--- src/rtl/piso_serializer.sv ---
// Parallel-in, serial-out transmitter with valid/ready load and optional start/stop framing.
// Every output is registered and is derived from the next-state values.
module piso_serializer #(
  parameter int unsigned WIDTH     = 8,
  parameter int unsigned BAUD_DIV  = 1,
  parameter int unsigned LSB_FIRST = 1,
  parameter int unsigned FRAMED    = 1
) (
  input  logic             clk,
  input  logic             rst_n,
  input  logic             load_valid,
  input  logic [WIDTH-1:0] load_data,
  output logic             load_ready,
  output logic             sout,
  output logic             sout_valid,
  output logic             busy,
  output logic             done
);

  localparam int unsigned BW = (BAUD_DIV > 1) ? $clog2(BAUD_DIV) : 1;
  localparam int unsigned CW = $clog2(WIDTH);
  localparam logic [BW-1:0] BAUD_LAST = BW'(BAUD_DIV - 1);
  localparam logic [CW-1:0] CNT_LAST  = CW'(WIDTH - 1);

  typedef enum logic [1:0] {StIdle, StStart, StData, StStop} state_e;

  state_e           state_q, state_d;
  logic [WIDTH-1:0] shreg_q, shreg_d;
  logic [CW-1:0]    bitcnt_q, bitcnt_d;
  logic [BW-1:0]    baud_q, baud_d;
  logic             sout_q, sout_d;
  logic             sout_valid_q, sout_valid_d;
  logic             done_q, done_d;
  logic             bit_end;
  logic [WIDTH-1:0] shreg_shifted;

  assign bit_end       = (baud_q == BAUD_LAST);
  assign shreg_shifted = (LSB_FIRST != 0) ? {1'b0, shreg_q[WIDTH-1:1]}
                                          : {shreg_q[WIDTH-2:0], 1'b0};

  always_comb begin
    state_d  = state_q;
    shreg_d  = shreg_q;
    bitcnt_d = bitcnt_q;
    baud_d   = baud_q;
    case (state_q)
      StIdle: begin
        if (load_valid) begin
          shreg_d  = load_data;
          bitcnt_d = '0;
          baud_d   = '0;
          state_d  = (FRAMED != 0) ? StStart : StData;
        end
      end
      StStart: begin
        if (bit_end) begin
          baud_d  = '0;
          state_d = StData;
        end else begin
          baud_d = baud_q + 1'b1;
        end
      end
      StData: begin
        if (bit_end) begin
          baud_d = '0;
          if (bitcnt_q == CNT_LAST) begin
            bitcnt_d = '0;
            state_d  = (FRAMED != 0) ? StStop : StIdle;
          end else begin
            bitcnt_d = bitcnt_q + 1'b1;
            shreg_d  = shreg_shifted;
          end
        end else begin
          baud_d = baud_q + 1'b1;
        end
      end
      StStop: begin
        if (bit_end) begin
          baud_d  = '0;
          state_d = StIdle;
        end else begin
          baud_d = baud_q + 1'b1;
        end
      end
      default: state_d = StIdle;
    endcase
  end

  // Outputs are computed from next-state so they land on the same edge as the state change.
  always_comb begin
    sout_d       = 1'b1;
    sout_valid_d = 1'b0;
    done_d       = (state_q != StIdle) && (state_d == StIdle);
    case (state_d)
      StStart: sout_d = 1'b0;
      StData: begin
        sout_d       = (LSB_FIRST != 0) ? shreg_d[0] : shreg_d[WIDTH-1];
        sout_valid_d = 1'b1;
      end
      default: sout_d = 1'b1;
    endcase
  end

  always_ff @(posedge clk or negedge rst_n) begin
    if (!rst_n) begin
      state_q      <= StIdle;
      shreg_q      <= '0;
      bitcnt_q     <= '0;
      baud_q       <= '0;
      sout_q       <= 1'b1;
      sout_valid_q <= 1'b0;
      done_q       <= 1'b0;
    end else begin
      state_q      <= state_d;
      shreg_q      <= shreg_d;
      bitcnt_q     <= bitcnt_d;
      baud_q       <= baud_d;
      sout_q       <= sout_d;
      sout_valid_q <= sout_valid_d;
      done_q       <= done_d;
    end
  end

  assign sout       = sout_q;
  assign sout_valid = sout_valid_q;
  assign done       = done_q;
  assign busy       = (state_q != StIdle);
  assign load_ready = (state_q == StIdle);

endmodule

--- config.mk ---
export PLATFORM = sky130hd
export DESIGN_NAME = piso_serializer
export DESIGN_NICKNAME = d
export VERILOG_FILES = /design/src/rtl/piso_serializer.sv
export SDC_FILE = /design/constraint.sdc
export NUM_CORES = 1
export LEC_CHECK = 0
export BUFFER_PORTS_ARGS = -buffer_cell sky130_fd_sc_hd__buf_2
export CORE_MARGIN = 3
export CORE_UTILIZATION = 50
export DETAILED_ROUTE_END_ITERATION = 8
export GPL_ROUTABILITY_DRIVEN = 0
export PLACE_DENSITY = 0.76
export SETUP_SLACK_MARGIN = 0.5
export SLEW_MARGIN = 30
export SYNTH_ARGS = -nofsm -noshare
export SYNTH_HDL_FRONTEND = slang
export SYNTH_SLANG_ARGS = --single-unit
--- constraint.sdc ---
create_clock -name clk -period 3.38 [get_ports clk]
set_input_delay 0.338 -clock clk [delete_from_list [all_inputs] [get_ports clk]]
set_output_delay 0.338 -clock clk [all_outputs]
set_load 0.01 [all_outputs]
# Yosys cells after proc, flatten, opt, wreduce, memory -nomap -nowiden
# Index checks and enable logic that the tools add are counted.
# totals
register_bits	17
latchBits	0
mem_bits_rw	0
rom_bits	0
output_inout_bits	5
elab_cells	46
n_memories	0
# classes
add_sub_neg	2
multipliers	0
n_div	0
order_cmp	0
eq_ne	9
n_shift	0
mux	19
bitwise_logic	0
reduce_logical	8
# ops
operator	count
2-to-1 mux 8 bit	3
one-hot mux 8 bit (2 select lines)	1
2-to-1 mux 2 bit	5
2-to-1 mux 3 bit	3
one-hot mux 2 bit (4 select lines)	1
equality test 2 bit, second input constant	3
inequality test 2 bit, second input constant	3
one-hot mux 3 bit (2 select lines)	1
equality test 2 x 1 -> 1 bit, second input constant	2
logical NOT 2 bit	2
one-hot mux 1 bit (2 select lines)	2
AND reduction 4 bit	1
nonzero test 2 bit	2
adder 3 x 1 -> 3 bit, second input constant	1
equality test 3 bit, second input constant	1
2-to-1 mux 1 bit	3
AND reduction 3 bit	1
OR reduction 3 bit	1
adder 1 bit, second input constant	1
logical AND 1 bit	1

# Depth between registers and ports, before layout
# depth
word_depth	6
mapped_depth	7
depth_no_buf	6

# Least setup slack after synthesis
# Ideal clock, no wire load.
# synth_timing
path_type	reg-to-reg
from	register state_q[0]
to	register sout_q, in the netlist sout
setup_time_ps	90
arrival_time_ps	1587
required_time_ps	3290
path_slack_ps	1703
path_stages_with_launch	7
path_cell_list	dfrtp_1 > inv_1 > ha_1 > mux2i_1 > a21o_1 > a222oi_1 > a21oi_1
# synth_rtl
element	line	source
start, declared	27	state_e state_q, state_d;
start signal, assigned	106	state_q <= StIdle;
start signal, assigned	114	state_q <= state_d;
logical NOT 2 bit (*)	n/a	
named net load_ready	13	output logic load_ready,
one-hot mux 2 bit (4 select lines)	46	case (state_q)
equality test 2 bit / equality test 2 x 1 -> 1 bit (equally long branches)	94	case (state_d)
one-hot mux 1 bit (2 select lines) (*)	94	
named net sout_d	31	logic sout_q, sout_d;
end signal, assigned	118	sout_q <= sout_d;
end, declared	31	
# The timed path passes the listed nets; every way through them passes the cells marked *.
# A chain may end at the register's enable or synchronous reset.

# Worst setup path in the final report
# layout_timing
from	register state_q[0]
to	register sout_q, in the netlist sout
# layout_via
elab_chain_len	5
# layout_lines
element	line	source
2-to-1 mux 2 bit	66	if (bitcnt_q == CNT_LAST) begin
2-to-1 mux 2 bit	64	if (bit_end) begin
one-hot mux 2 bit (4 select lines)	46	
equality test 2 bit / equality test 2 x 1 -> 1 bit (equally long branches)	94	
one-hot mux 1 bit (2 select lines) (*)	94	
named net sout_d	31	
# Marked as above.

==> run_summary.xml <==
<?xml version="1.0" encoding="UTF-8"?>
<metrics>
  <group name="cells_and_area">
    <metric name="final_cells" unit="">98</metric>
    <metric name="antenna-diode-count" unit="">0</metric>
    <metric name="num-nets-final" unit="">100</metric>
    <metric name="synthToLayoutAreaGrowth" unit="%">17.5</metric>
    <metric name="finalInstanceArea" unit="um2">856</metric>
    <metric name="drive_gt1_share" unit="%">25.3</metric>
  </group>
  <group name="floorplanning">
    <metric name="die_h" unit="um">44.2</metric>
    <metric name="io-pin-count" unit="">16</metric>
    <metric name="die_footprint" unit="mm2">0.00195</metric>
    <metric name="floorplan.rows" unit="">13</metric>
    <metric name="placeableCoreArea" unit="mm2">0.00133</metric>
    <metric name="die_width" unit="um">44.2</metric>
    <metric name="floorplan.initialDensity" unit="%">54.6</metric>
  </group>
  <group name="timing">
    <metric name="tightest_slew" unit="ps">486</metric>
    <metric name="layout_min_cycle_time" unit="ps">1930</metric>
    <metric name="setup_viol_count_final" unit="">0</metric>
    <metric name="rsz0062_at_grt" unit="">no</metric>
    <metric name="fin_worst_skew" unit="ps">2.21</metric>
    <metric name="relative_slew_slack" unit="%">67.5</metric>
    <metric name="slew_viol_final" unit="">0</metric>
    <metric name="final.setup.tns" unit="ps">0</metric>
    <metric name="max_clock_freq" unit="GHz">0.519</metric>
    <metric name="share_of_the_clock_period_used_by_the_worst_path" unit="%">57.0</metric>
    <metric name="setup_ws" unit="ps">1450</metric>
    <metric name="finalHoldViolations" unit="">0</metric>
  </group>
  <group name="worst_setup_path">
    <metric name="critical_path_peak_fanout" unit="">15</metric>
    <metric name="cp-start-kind" unit="">flip-flop</metric>
    <metric name="crit_path_start" unit="">state_q[0]$_DFF_PN0_</metric>
    <metric name="critical_path.cell_chain" unit="">inv_1, ha_1, mux2i_1, a21o_1, a222oi_1, a21oi_1</metric>
    <metric name="timing.critical_path.buf_inv" unit="">1</metric>
    <metric name="cp_slowest_stage_delay" unit="ps">410</metric>
    <metric name="endpoint" unit="">sout$_DFF_PN1_</metric>
    <metric name="worst_r2r_startpoint" unit="">state_q[0]$_DFF_PN0_</metric>
    <metric name="reg2reg_setup_slack" unit="ps">1450</metric>
    <metric name="cp.required" unit="ps">3600</metric>
    <metric name="criticalPathCategory" unit="">reg -&gt; reg</metric>
    <metric name="worstRegToRegCells" unit="">6</metric>
    <metric name="crit_path_top_delay_cell" unit="">sky130_fd_sc_hd__dfrtp_1</metric>
    <metric name="cpLargestDelayFamily" unit="">compound AO/OA/AOI/OAI gates</metric>
    <metric name="cp.depth" unit="">6</metric>
    <metric name="worstReg2RegEnd" unit="">sout$_DFF_PN1_</metric>
    <metric name="worstSetupEndpointType" unit="">flip-flop</metric>
    <metric name="arrival" unit="ps">2150</metric>
  </group>
  <group name="synthesis">
    <metric name="synth.cells.most_frequent" unit="">sky130_fd_sc_hd__dfrtp_1 (15), sky130_fd_sc_hd__nand2_1 (8), sky130_fd_sc_hd__o21ai_0 (7)</metric>
    <metric name="synth_most_common_cell" unit="">sky130_fd_sc_hd__dfrtp_1</metric>
    <metric name="synth_cells" unit="">66</metric>
    <metric name="synth.net_count" unit="">82</metric>
    <metric name="cell_variety_after_synth" unit="">21</metric>
    <metric name="yosys_warnings" unit="">0</metric>
    <metric name="yosysTopAreaCellShare" unit="%">51.5</metric>
    <metric name="prevailing_post_synth_register_cell" unit="">sky130_fd_sc_hd__dfrtp_1</metric>
    <metric name="syn_avg_cell_area" unit="um2">11.0</metric>
    <metric name="total_of_flip_flops_plus_latches_after_synthesis" unit="">16</metric>
    <metric name="synth-edff-count" unit="">0</metric>
    <metric name="netlist_top_cells_area" unit="">sky130_fd_sc_hd__dfrtp_1 (52%), sky130_fd_sc_hd__ha_1 (8.6%), sky130_fd_sc_hd__a22oi_1 (6.2%)</metric>
    <metric name="netlist_area" unit="um2">728</metric>
    <metric name="synth-async-reset-ratio" unit="%">100</metric>
    <metric name="synth.yosys.seq_area_share" unit="%">55.2</metric>
    <metric name="synth_top_cell_by_area" unit="">sky130_fd_sc_hd__dfrtp_1</metric>
  </group>
  <group name="clock_network">
    <metric name="tritoncts" unit="">built</metric>
    <metric name="cts.reportedPaths.clkPinSlew" unit="ps">90</metric>
    <metric name="ctsHtreeMaxLevel" unit="">1</metric>
    <metric name="clk_latency" unit="ps">290</metric>
    <metric name="tritoncts.num_buffers" unit="">3</metric>
    <metric name="cts_sinks" unit="">16</metric>
    <metric name="ctsResizeCount" unit="">0</metric>
    <metric name="max-clock-path-buffers" unit="">2</metric>
    <metric name="cts.root.buffer_cell" unit="">sky130_fd_sc_hd__clkbuf_4</metric>
  </group>
  <group name="grt">
    <metric name="grt_first_pass_wirelength" unit="um">2040</metric>
    <metric name="grt_antenna_before_repair" unit="">0</metric>
    <metric name="vias_in_the_first_global_route" unit="">502</metric>
    <metric name="grt_remaining_overflow" unit="">0</metric>
    <metric name="grt_max_degree" unit="">17</metric>
    <metric name="grt.total_usage" unit="%">14.7</metric>
  </group>
  <group name="drt">
    <metric name="routed_wire_length_per_instance" unit="um">12.8</metric>
    <metric name="vias" unit="">528</metric>
    <metric name="remaining_drc_errors" unit="">0</metric>
    <metric name="detail_route.iter0.violations" unit="">7</metric>
    <metric name="drt-pass1-iter-count" unit="">4</metric>
    <metric name="ant_nets" unit="">0</metric>
    <metric name="routed_via_density" unit="">5.39</metric>
    <metric name="wirelength" unit="um">1250</metric>
  </group>
  <group name="outcome">
    <metric name="outcome" unit="">finished, final reports clean</metric>
  </group>
  <group name="placement">
    <metric name="dp_cells" unit="">93</metric>
    <metric name="detailed_place.area" unit="um2">810</metric>
    <metric name="detailedPlacementHpwl" unit="um">936</metric>
    <metric name="dp_worst_setup_slack" unit="ps">1470</metric>
    <metric name="portBuffers" unit="">15</metric>
  </group>
  <group name="pwr">
    <metric name="leakagePower" unit="nW">0.437</metric>
    <metric name="total_power_density_per_cell_area" unit="mW/mm2">842</metric>
    <metric name="vdd_ir_drop_max" unit="mV">0.498</metric>
  </group>
  <group name="hold_path">
    <metric name="hold_path.class" unit="">in -&gt; reg</metric>
  </group>
  <group name="run">
    <metric name="drv.max_cap_violation_count" unit="">0</metric>
  </group>
</metrics>
how the worst min path moves through the flow:
stage,startpoint,endpoint,depth (start not counted)
floorplan,rst_n,bitcnt_q[0]$_DFFE_PN0P_,0
global route,load_data[0],shreg_q[0]$_DFF_PN0_,3
CTS,load_data[0],shreg_q[0]$_DFF_PN0_,3
finish,load_data[0],shreg_q[0]$_DFF_PN0_,3
detailed placement,rst_n,bitcnt_q[2]$_DFFE_PN0P_,1
global placement,rst_n,bitcnt_q[2]$_DFFE_PN0P_,1
worst min-delay path, cell delays in order:
cell and delay [ps]:
sky130_fd_sc_hd__buf_2 80, sky130_fd_sc_hd__a222oi_1 90, sky130_fd_sc_hd__inv_1 60
placed cells by master, fill, tap and decap left out:
cell | netlist | final
sky130_fd_sc_hd__inv_1 | 5 | 5
sky130_fd_sc_hd__a22oi_1 | 6 | 6
sky130_fd_sc_hd__nand2_1 | 8 | 8
sky130_fd_sc_hd__clkbuf_4 | 0 | 3
sky130_fd_sc_hd__or2b_1 | 1 | 1
sky130_fd_sc_hd__a222oi_1 | 1 | 1
sky130_fd_sc_hd__mux2_2 | 1 | 1
sky130_fd_sc_hd__a21oi_1 | 1 | 1
sky130_fd_sc_hd__and2_1 | 2 | 2
sky130_fd_sc_hd__a21o_1 | 1 | 1
sky130_fd_sc_hd__o21ai_0 | 7 | 7
sky130_fd_sc_hd__clkbuf_8 | 0 | 1
sky130_fd_sc_hd__mux2i_1 | 1 | 1
sky130_fd_sc_hd__o22ai_1 | 1 | 1
sky130_fd_sc_hd__dlygate4sd3_1 | 0 | 1
sky130_fd_sc_hd__nor2b_1 | 1 | 1
sky130_fd_sc_hd__buf_2 | 1 | 15
sky130_fd_sc_hd__o2bb2ai_1 | 1 | 1
sky130_fd_sc_hd__dfrtp_1 | 15 | 15
sky130_fd_sc_hd__dfstp_2 | 1 | 1
sky130_fd_sc_hd__nor2_1 | 2 | 2
sky130_fd_sc_hd__a32o_1 | 3 | 3
sky130_fd_sc_hd__ha_1 | 5 | 5
per-layer routing:
metal | track usage, % | routed length [um]
met1 | 18.9 | 586
met4 | 10.8 | 36
met2 | 21.5 | 577
met5 | 0 | 0
met3 | 3.25 | 51
power breakdown:
part | switching [mW] | internal [mW] | total [mW]
logic | 0.164 | 0.117 | 0.281
registers | 0.0393 | 0.275 | 0.314
clock network | 0.0604 | 0.0657 | 0.126
repair_timing:
action	CTS	global route
hold buffers	1	0
buffers inserted	0	0
endpoints found under the hold margin	15	0
sequential cells by signal, summed over array words and instances (netlist names):
register,flops
shreg_q,8
bitcnt_q,3
state_q,2
done,1
sout,1
sout_valid,1
final cells by class:
type / instances / area, um2
flip-flops and latches: 16 / 402
inverters: 5 / 18.8
fillers: 118 / 478
well taps: 15 / 18.8
clock buffers: 4 / 36.3
multi-input cells: 42 / 295
repair buffers: 16 / 85.1
logic make-up after synthesis:
group	count (synthesis)	synth area share [%]
compound gates	21	20.3
flops	16	55.2
simple gates	14	8.76
buf+inv	8	4.30
fa+ha+maj	5	8.59
mux	2	2.92
metrics by stage:
step / hold WS [ps] / util [%] / power [mW]
after floorplan: 42.4 / - / 0.526
after global placement: 262 / 60.7 / 0.590
after detailed placement: 265 / 60.7 / 0.601
after CTS: 297 / 64.2 / 0.727
after global routing: 317 / 64.2 / 0.784
final: 302 / 64.2 / 0.721
(Power assumes the default switching activity.)
